==> src/rtl/spi_write_ctrl.sv <==
// spi_write_ctrl: two-requester arbitrated 16-bit SPI write master with registered outputs
module spi_write_ctrl #(
  parameter int HALF_DIV = 2,
  parameter int CS_GAP   = 2
) (
  input  logic       CLK,
  input  logic       RST,
  input  logic       REQ0,
  input  logic [7:0] ADDR0,
  input  logic [7:0] DATA0,
  output logic       GNT0,
  input  logic       REQ1,
  input  logic [7:0] ADDR1,
  input  logic [7:0] DATA1,
  output logic       GNT1,
  output logic       CS,
  output logic       SCLK,
  output logic       SDATA,
  output logic       BUSY,
  output logic       DONE
);
  typedef enum logic [2:0] {IDLE, SETUP, SCK_HI, SCK_LO, HOLD, GAP} state_t;
  localparam logic [7:0] HALF_LAST = 8'(HALF_DIV - 1);
  localparam logic [7:0] GAP_LAST  = 8'(CS_GAP - 1);
  state_t      state_q, state_d;
  logic [7:0]  cnt_q, cnt_d;
  logic [3:0]  idx_q, idx_d;
  logic [15:0] word_q, word_d;
  logic        last_q, last_d;
  logic        cs_q, cs_d;
  logic        sclk_q, sclk_d;
  logic        sdata_q, sdata_d;
  logic        gnt0_q, gnt0_d;
  logic        gnt1_q, gnt1_d;
  logic        busy_q, busy_d;
  logic        done_q, done_d;
  logic        win;
  logic        half_end;
  assign win      = (REQ0 & REQ1) ? ~last_q : REQ1;
  assign half_end = cnt_q == HALF_LAST;
  assign GNT0  = gnt0_q;
  assign GNT1  = gnt1_q;
  assign CS    = cs_q;
  assign SCLK  = sclk_q;
  assign SDATA = sdata_q;
  assign BUSY  = busy_q;
  assign DONE  = done_q;
  // next-state and next-output computation; every output is a flop so it changes on the state-entering edge
  always_comb begin
    state_d = state_q;
    cnt_d   = cnt_q + 8'd1;
    idx_d   = idx_q;
    word_d  = word_q;
    last_d  = last_q;
    cs_d    = cs_q;
    sclk_d  = sclk_q;
    sdata_d = sdata_q;
    gnt0_d  = 1'b0;
    gnt1_d  = 1'b0;
    busy_d  = busy_q;
    done_d  = 1'b0;
    case (state_q)
      IDLE: begin
        cnt_d = 8'd0;
        if (REQ0 | REQ1) begin
          state_d = SETUP;
          word_d  = win ? {ADDR1, DATA1} : {ADDR0, DATA0};
          sdata_d = win ? ADDR1[7] : ADDR0[7];
          last_d  = win;
          gnt0_d  = ~win;
          gnt1_d  = win;
          idx_d   = 4'd15;
          cs_d    = 1'b0;
          busy_d  = 1'b1;
        end
      end
      SETUP: begin
        if (half_end) begin
          state_d = SCK_HI;
          cnt_d   = 8'd0;
          sclk_d  = 1'b1;
        end
      end
      SCK_HI: begin
        if (half_end) begin
          cnt_d  = 8'd0;
          sclk_d = 1'b0;
          if (idx_q != 4'd0) begin
            state_d = SCK_LO;
            idx_d   = idx_q - 4'd1;
            sdata_d = word_q[idx_q - 4'd1];
          end else begin
            state_d = HOLD;
          end
        end
      end
      SCK_LO: begin
        if (half_end) begin
          state_d = SCK_HI;
          cnt_d   = 8'd0;
          sclk_d  = 1'b1;
        end
      end
      HOLD: begin
        if (half_end) begin
          state_d = GAP;
          cnt_d   = 8'd0;
          cs_d    = 1'b1;
          sdata_d = 1'b0;
          done_d  = 1'b1;
        end
      end
      GAP: begin
        if (cnt_q == GAP_LAST) begin
          state_d = IDLE;
          cnt_d   = 8'd0;
          busy_d  = 1'b0;
        end
      end
      default: state_d = IDLE;
    endcase
  end
  // state and output registers; reset aborts any frame and restores requester 0 priority
  always_ff @(posedge CLK) begin
    if (RST) begin
      state_q <= IDLE;
      cnt_q   <= 8'd0;
      idx_q   <= 4'd0;
      word_q  <= 16'd0;
      last_q  <= 1'b1;
      cs_q    <= 1'b1;
      sclk_q  <= 1'b0;
      sdata_q <= 1'b0;
      gnt0_q  <= 1'b0;
      gnt1_q  <= 1'b0;
      busy_q  <= 1'b0;
      done_q  <= 1'b0;
    end else begin
      state_q <= state_d;
      cnt_q   <= cnt_d;
      idx_q   <= idx_d;
      word_q  <= word_d;
      last_q  <= last_d;
      cs_q    <= cs_d;
      sclk_q  <= sclk_d;
      sdata_q <= sdata_d;
      gnt0_q  <= gnt0_d;
      gnt1_q  <= gnt1_d;
      busy_q  <= busy_d;
      done_q  <= done_d;
    end
  end
endmodule
==> config.mk <==
export PLATFORM = sky130hd
export DESIGN_NAME = spi_write_ctrl
export DESIGN_NICKNAME = d
export VERILOG_FILES = /design/src/rtl/spi_write_ctrl.sv
export SDC_FILE = /design/constraint.sdc
export NUM_CORES = 1
export LEC_CHECK = 0
export BUFFER_PORTS_ARGS = -buffer_cell sky130_fd_sc_hd__buf_2
export CORE_MARGIN = 3
export CORE_UTILIZATION = 53
export CTS_CLUSTER_SIZE = 12
export DETAILED_ROUTE_END_ITERATION = 6
export MAX_ROUTING_LAYER = met4
export PLACE_DENSITY = 0.78
export SYNTH_ARGS = -nofsm -noshare
export SYNTH_HDL_FRONTEND = slang
export SYNTH_SLANG_ARGS = --single-unit
==> constraint.sdc <==
create_clock -name CLK -period 2.22 [get_ports CLK]
set_clock_uncertainty 0.05 [all_clocks]
set_input_delay 0.111 -clock CLK [delete_from_list [all_inputs] [get_ports CLK]]
set_output_delay 0.111 -clock CLK [all_outputs]
set_load 0.03 [all_outputs]
# Yosys cells after proc, flatten, opt, wreduce, memory -nomap -nowiden
# Cells that the tools add are included.
# word_totals
ff_bits	39
in_bits	36
output_inout_bits	7
elab_cells	82
# classes
addsub	2
order_cmp	1
n_eq_ne	12
n_mux	30
n_bitwise	7
n_reduce_logical	18
# ops
operator	count
two-way mux 3 bit	6
two-way mux 16 bit	1
case mux 8 bit (2 select lines)	1
case mux 3 bit (5 select lines)	1
two-way mux 4 bit	3
two-way mux 1 bit	11
inequality test 2 bit, second input constant	5
AND reduction 5 bit	2
AND reduction 3 bit	3
adder 8 x 1 -> 8 bit, second input constant	1
equality test 8 x 1 -> 1 bit, second input constant	1
two-way mux 8 bit	1
case mux 4 bit (2 select lines)	1
nonzero test 2 bit	4
equality test 3 x 2 -> 1 bit, second input constant	2
equality test 3 bit, second input constant	2
case mux 1 bit (2 select lines)	3
< comparator 4 x 5 -> 1 bit, second input constant	1
inverter 1 bit	5
OR reduction 5 bit	1
binary-select mux 1 bit (select 4 bit)	1
AND reduction 4 bit	1
nonzero test 4 bit	1
OR reduction 2 bit	2
other kinds (10)	10

# Depth between registers and ports, before layout
# logic_depth
word_depth	6
ltp_mapped	7

# Least setup slack after synthesis
# OpenSTA, ideal clock, no wires.
# synth_path
kind	reg2reg
start	register idx_q[0]
end	register sdata_q (netlist: SDATA)
setup_time_ns	0.091
arrival_time_ns	1.763
required_ns	2.079
slack_ns	0.316
stages_incl_launch_ff	8
n_path_buf	1
cell_sequence	dfxtp_1 buf_2 inv_1 ha_1 nor3b_1 o21ai_0 and3_1 a311oi_1
# synth_via
elab_chain_len	6
elab_cells_between_ends	9
classes_between	add/sub (1); eq/ne (1); mux (5); reduce/logical (2)
# synth_lines
item	line	text
from (decl)	27	logic [3:0] idx_q, idx_d;
from (signal assigned)	141	idx_q <= idx_d;
subtractor 4 x 1 -> 4 bit	91	sdata_d = word_q[idx_q - 4'd1];
binary-select mux 1 bit (select 4 bit)	91	
two-way mux 1 bit (implied by the code)	91	
two-way mux 1 bit	88	if (idx_q != 4'd0) begin
two-way mux 1 bit	85	if (half_end) begin
case mux 1 bit (3 select lines)	62	case (state_q)
to (signal assigned)	146	sdata_q <= sdata_d;
to (decl)	32	logic sdata_q, sdata_d;
# Parallel ways exist; a longest one is shown, timed or not. The select of a mux whose other input is x is not followed.
# A chain may end at the register's enable or synchronous reset.

# Worst setup path after layout
# layout_path
start	register cnt_q[0]
end	register state_q[0]
# layout_via
elab_chain_len	3
elab_cells_between_ends	6
classes_between	eq/ne (5); reduce/logical (1)
# layout_lines
item	line	text
from (decl)	26	logic [7:0] cnt_q, cnt_d;
from (signal assigned)	140	cnt_q <= cnt_d;
equality test 8 x 1 -> 1 bit *	40, 114	
inequality test 2 bit (no line) / inequality test 2 x 1 -> 1 bit (equally long branches)	n/a	
AND reduction 5 bit (no line) *	n/a	
to (signal assigned)	139	state_q <= state_d;
to (decl)	25	state_t state_q, state_d;
# Mark *: on every way between the ends. The rest lies on a longest branch, timed or not.

==> results.cfg <==
[run_status]
status = finished clean

[clock_network]
cts_setup_buffers = 0
cts_tree = built
cts_buffers = 5
cts.sinks = 39
clk_pin_slew_worst_paths_ns = 0.08
cts-resized-gates = 0
ctsLongestPathBuffers = 2
clk_latency_ns = 0.29
clockRootBuffer = clkbuf_8
hold_buffers = 0
h-tree-depth = 2

[floorplan]
dieHeight_um = 66.80
start_util = 0.5692
die_area_um2 = 4462
ios = 43
core_um2 = 3442
rows = 21
die_w_um = 66.80

[grt]
grt-busiest-layer = met1
grtUsageMet1 = 0.2845
grt_pass1_vias = 1400
grt_max_degree = 33
antenna_found_initial = 0
grt.met3_usage = 0.06408
track_usage = 0.1963
grt-ovfl-total = 0
grt_use_met2 = 0.2562
grt_pass1_wl_um = 6479

[sta]
worst_slew_pin_slew_ns = 0.6497
maxSlewHeadroom = 0.5635
hold_violations = 0
layout_setup_ws_ns = 0.2499
hold_slack_ns = 0.1088
fmaxAchievable_mhz = 507.6
period_needed_ns = 1.970
finalSetupViolations = 0
final.period_utilization = 0.8874
slew_viol_final = 0
tns_ns = 0
rsz0062_at_grt = no

[layout]
drive_gt1_frac = 0.2953
fin_nets = 292
area_growth_pct = 18.58
design_area_um2 = 2323
diodes = 0

[synth]
synth_adder_area_share = 0.01916
syn_area_um2 = 1959
synth.avg_cell_area_um2 = 9.330
syn-num-nets = 249
ys_ff_latch = 39
synth_top_family_by_area = compound AO/OA/AOI/OAI gates
synth_cell_types = 42
synth_xor_area_frac = 0.03576
muxShareOfSynthArea = 0.1392
ys_seq_area_frac = 0.3985
synth-simple-area-share = 0.1801
synth-edff-count = 0
synth_ff_type = dfxtp_1
synth_compound_area_frac = 0.1858
yosys_warnings = 0
syn_inst = 210
synthArstFlopShare = 0

[setup_path]
crit_type = reg -> reg
end_kind = register
arrival_ns = 2.11
critPathMaxFanout = 6
required_ns = 2.36
cp-start-kind = register

[route]
route.detailed.drc = 0
drtPass1Iterations = 4
wire_per_inst_um = 13.22
route.final.wire_length_um = 3967
viasPerCell = 5.533
initialDrtViolationCount = 127
vias = 1660
drt.antenna.violating_nets = 0

[placed_design]
io_buffers = 42
gp_congestion = 0.8950
dpl.hpwl_um = 2968
place_ws_ns = 0.2863
placed_cell_area_um2 = 2240

[pwr]
power_leakage_uw = 0.0009564
p_per_area_nw_per_um2 = 729.8
ir_drop_v = 0.0005378

[flow_run]
cap_violations = 0

[worst_hold_path]
hold_class = in -> reg
## state kept, by name, indices dropped and copies added, names as in the netlist
register / flops
SDATA: 1
word_q: 16
state_q: 3
SCLK: 1
GNT1: 1
BUSY: 1
last_q: 1
cnt_q: 8
CS: 1
idx_q: 4
GNT0: 1
DONE: 1
## power by group
| group | total (uW) | switching (uW) | internal (uW) |
|---|---|---|---|
| logic | 424 | 222 | 202 |
| clock network | 454 | 239 | 215 |
| registers | 818 | 50.4 | 767 |
## Yosys cell counts (5+ instances only)
master | instances | area (um^2)
buf_2 | 8 | 40.04
a31oi_1 | 5 | 31.28
clkbuf_1 | 5 | 18.77
mux2i_1 | 16 | 160.2
inv_1 | 6 | 22.52
nor3_1 | 7 | 35.03
nand2_1 | 6 | 22.52
nand3_1 | 8 | 40.04
a21oi_1 | 8 | 40.04
nor2_1 | 31 | 116.4
a211oi_1 | 17 | 127.6
dfxtp_1 | 39 | 780.8
xor2_1 | 6 | 52.55
## worst paths after layout
path | to | cells past startpoint | slack (ns) | startpoint
setup / recovery | state_q[0]$_SDFFE_PP0P_ | 5 | 0.25 | cnt_q[0]$_SDFF_PP0_
hold / removal | word_q[7]$_SDFFE_PP0P_ | 3 | 0.11 | DATA0[7]
setup reg to reg | state_q[0]$_SDFFE_PP0P_ | 5 | 0.25 | cnt_q[0]$_SDFF_PP0_
hold reg to reg | SCLK$_SDFFE_PP0P_ | 2 | 0.42 | SCLK$_SDFFE_PP0P_
## cell families (layout without fill, tap and decap cells)
logic type,count (synthesis),in the layout
and+or+nand+nor,70,70
AOI/OAI and AO/OA,49,49
DFF,39,39
muxes,22,22
buffers and inverters,19,63
xor gates and xnor gates,8,8
adders and majority gates,3,3
## critical path, stage by stage, from the launching register on
cell	delay [ns]
dfxtp_1	0.42
ha_1	0.19
or4b_4	0.49
nor2_1	0.33
a21oi_1	0.13
o221a_2	0.26
## metrics by stage
stage / std cells / util / total power (uW)
after detailed placement: 292 / 0.6507 / 1256
final: 300 / 0.6750 / 1696
after global routing: 300 / 0.6750 / 1794
after CTS: 300 / 0.6750 / 1704
after global placement: 292 / 0.6507 / 1251
after floorplan: 210 / - / 1133
## cells in the final DEF (no fill, tap or decap), drive strengths merged, types with 2 or more instances in the layout
| cell type | netlist | layout |
|---|---|---|
| a211oi | 17 | 17 |
| a21boi | 2 | 2 |
| a21oi | 8 | 8 |
| a311oi | 3 | 3 |
| a31oi | 5 | 5 |
| a32oi | 2 | 2 |
| and3 | 4 | 4 |
| buf | 8 | 49 |
| clkbuf | 5 | 5 |
| clkinv | 0 | 3 |
| dfxtp | 39 | 39 |
| ha | 3 | 3 |
| inv | 6 | 6 |
| mux2 | 2 | 2 |
| mux2i | 16 | 16 |
| mux4 | 4 | 4 |
| nand2 | 6 | 6 |
| nand3 | 8 | 8 |
| nor2 | 31 | 31 |
| nor2b | 2 | 2 |
| nor3 | 7 | 7 |
| nor3b | 3 | 3 |
| o21ai | 5 | 5 |
| o31ai | 4 | 4 |
| xnor2 | 2 | 2 |
| xor2 | 6 | 6 |
## layer usage
metal,up-vias,wire (um),part of all wire
met5,-,0,0
met2,45,1756,0.44
met3,4,217,0.055
met4,0,43,0.011
li1,863,-,-
met1,748,1948,0.49
## layout make-up
cell class                      count  area [um^2]
Multi-Input combinational cell    152         1104
Fill cell                         292         1119
Sequential cell                    39        780.7
Tap cell                           46        57.56
Clock buffer                        5        68.82
Inverter                            6        22.52
Clock inverter                      3        15.01
Timing Repair Buffer               49        275.3
No activity file was read; power rests on OpenSTA's default activity.
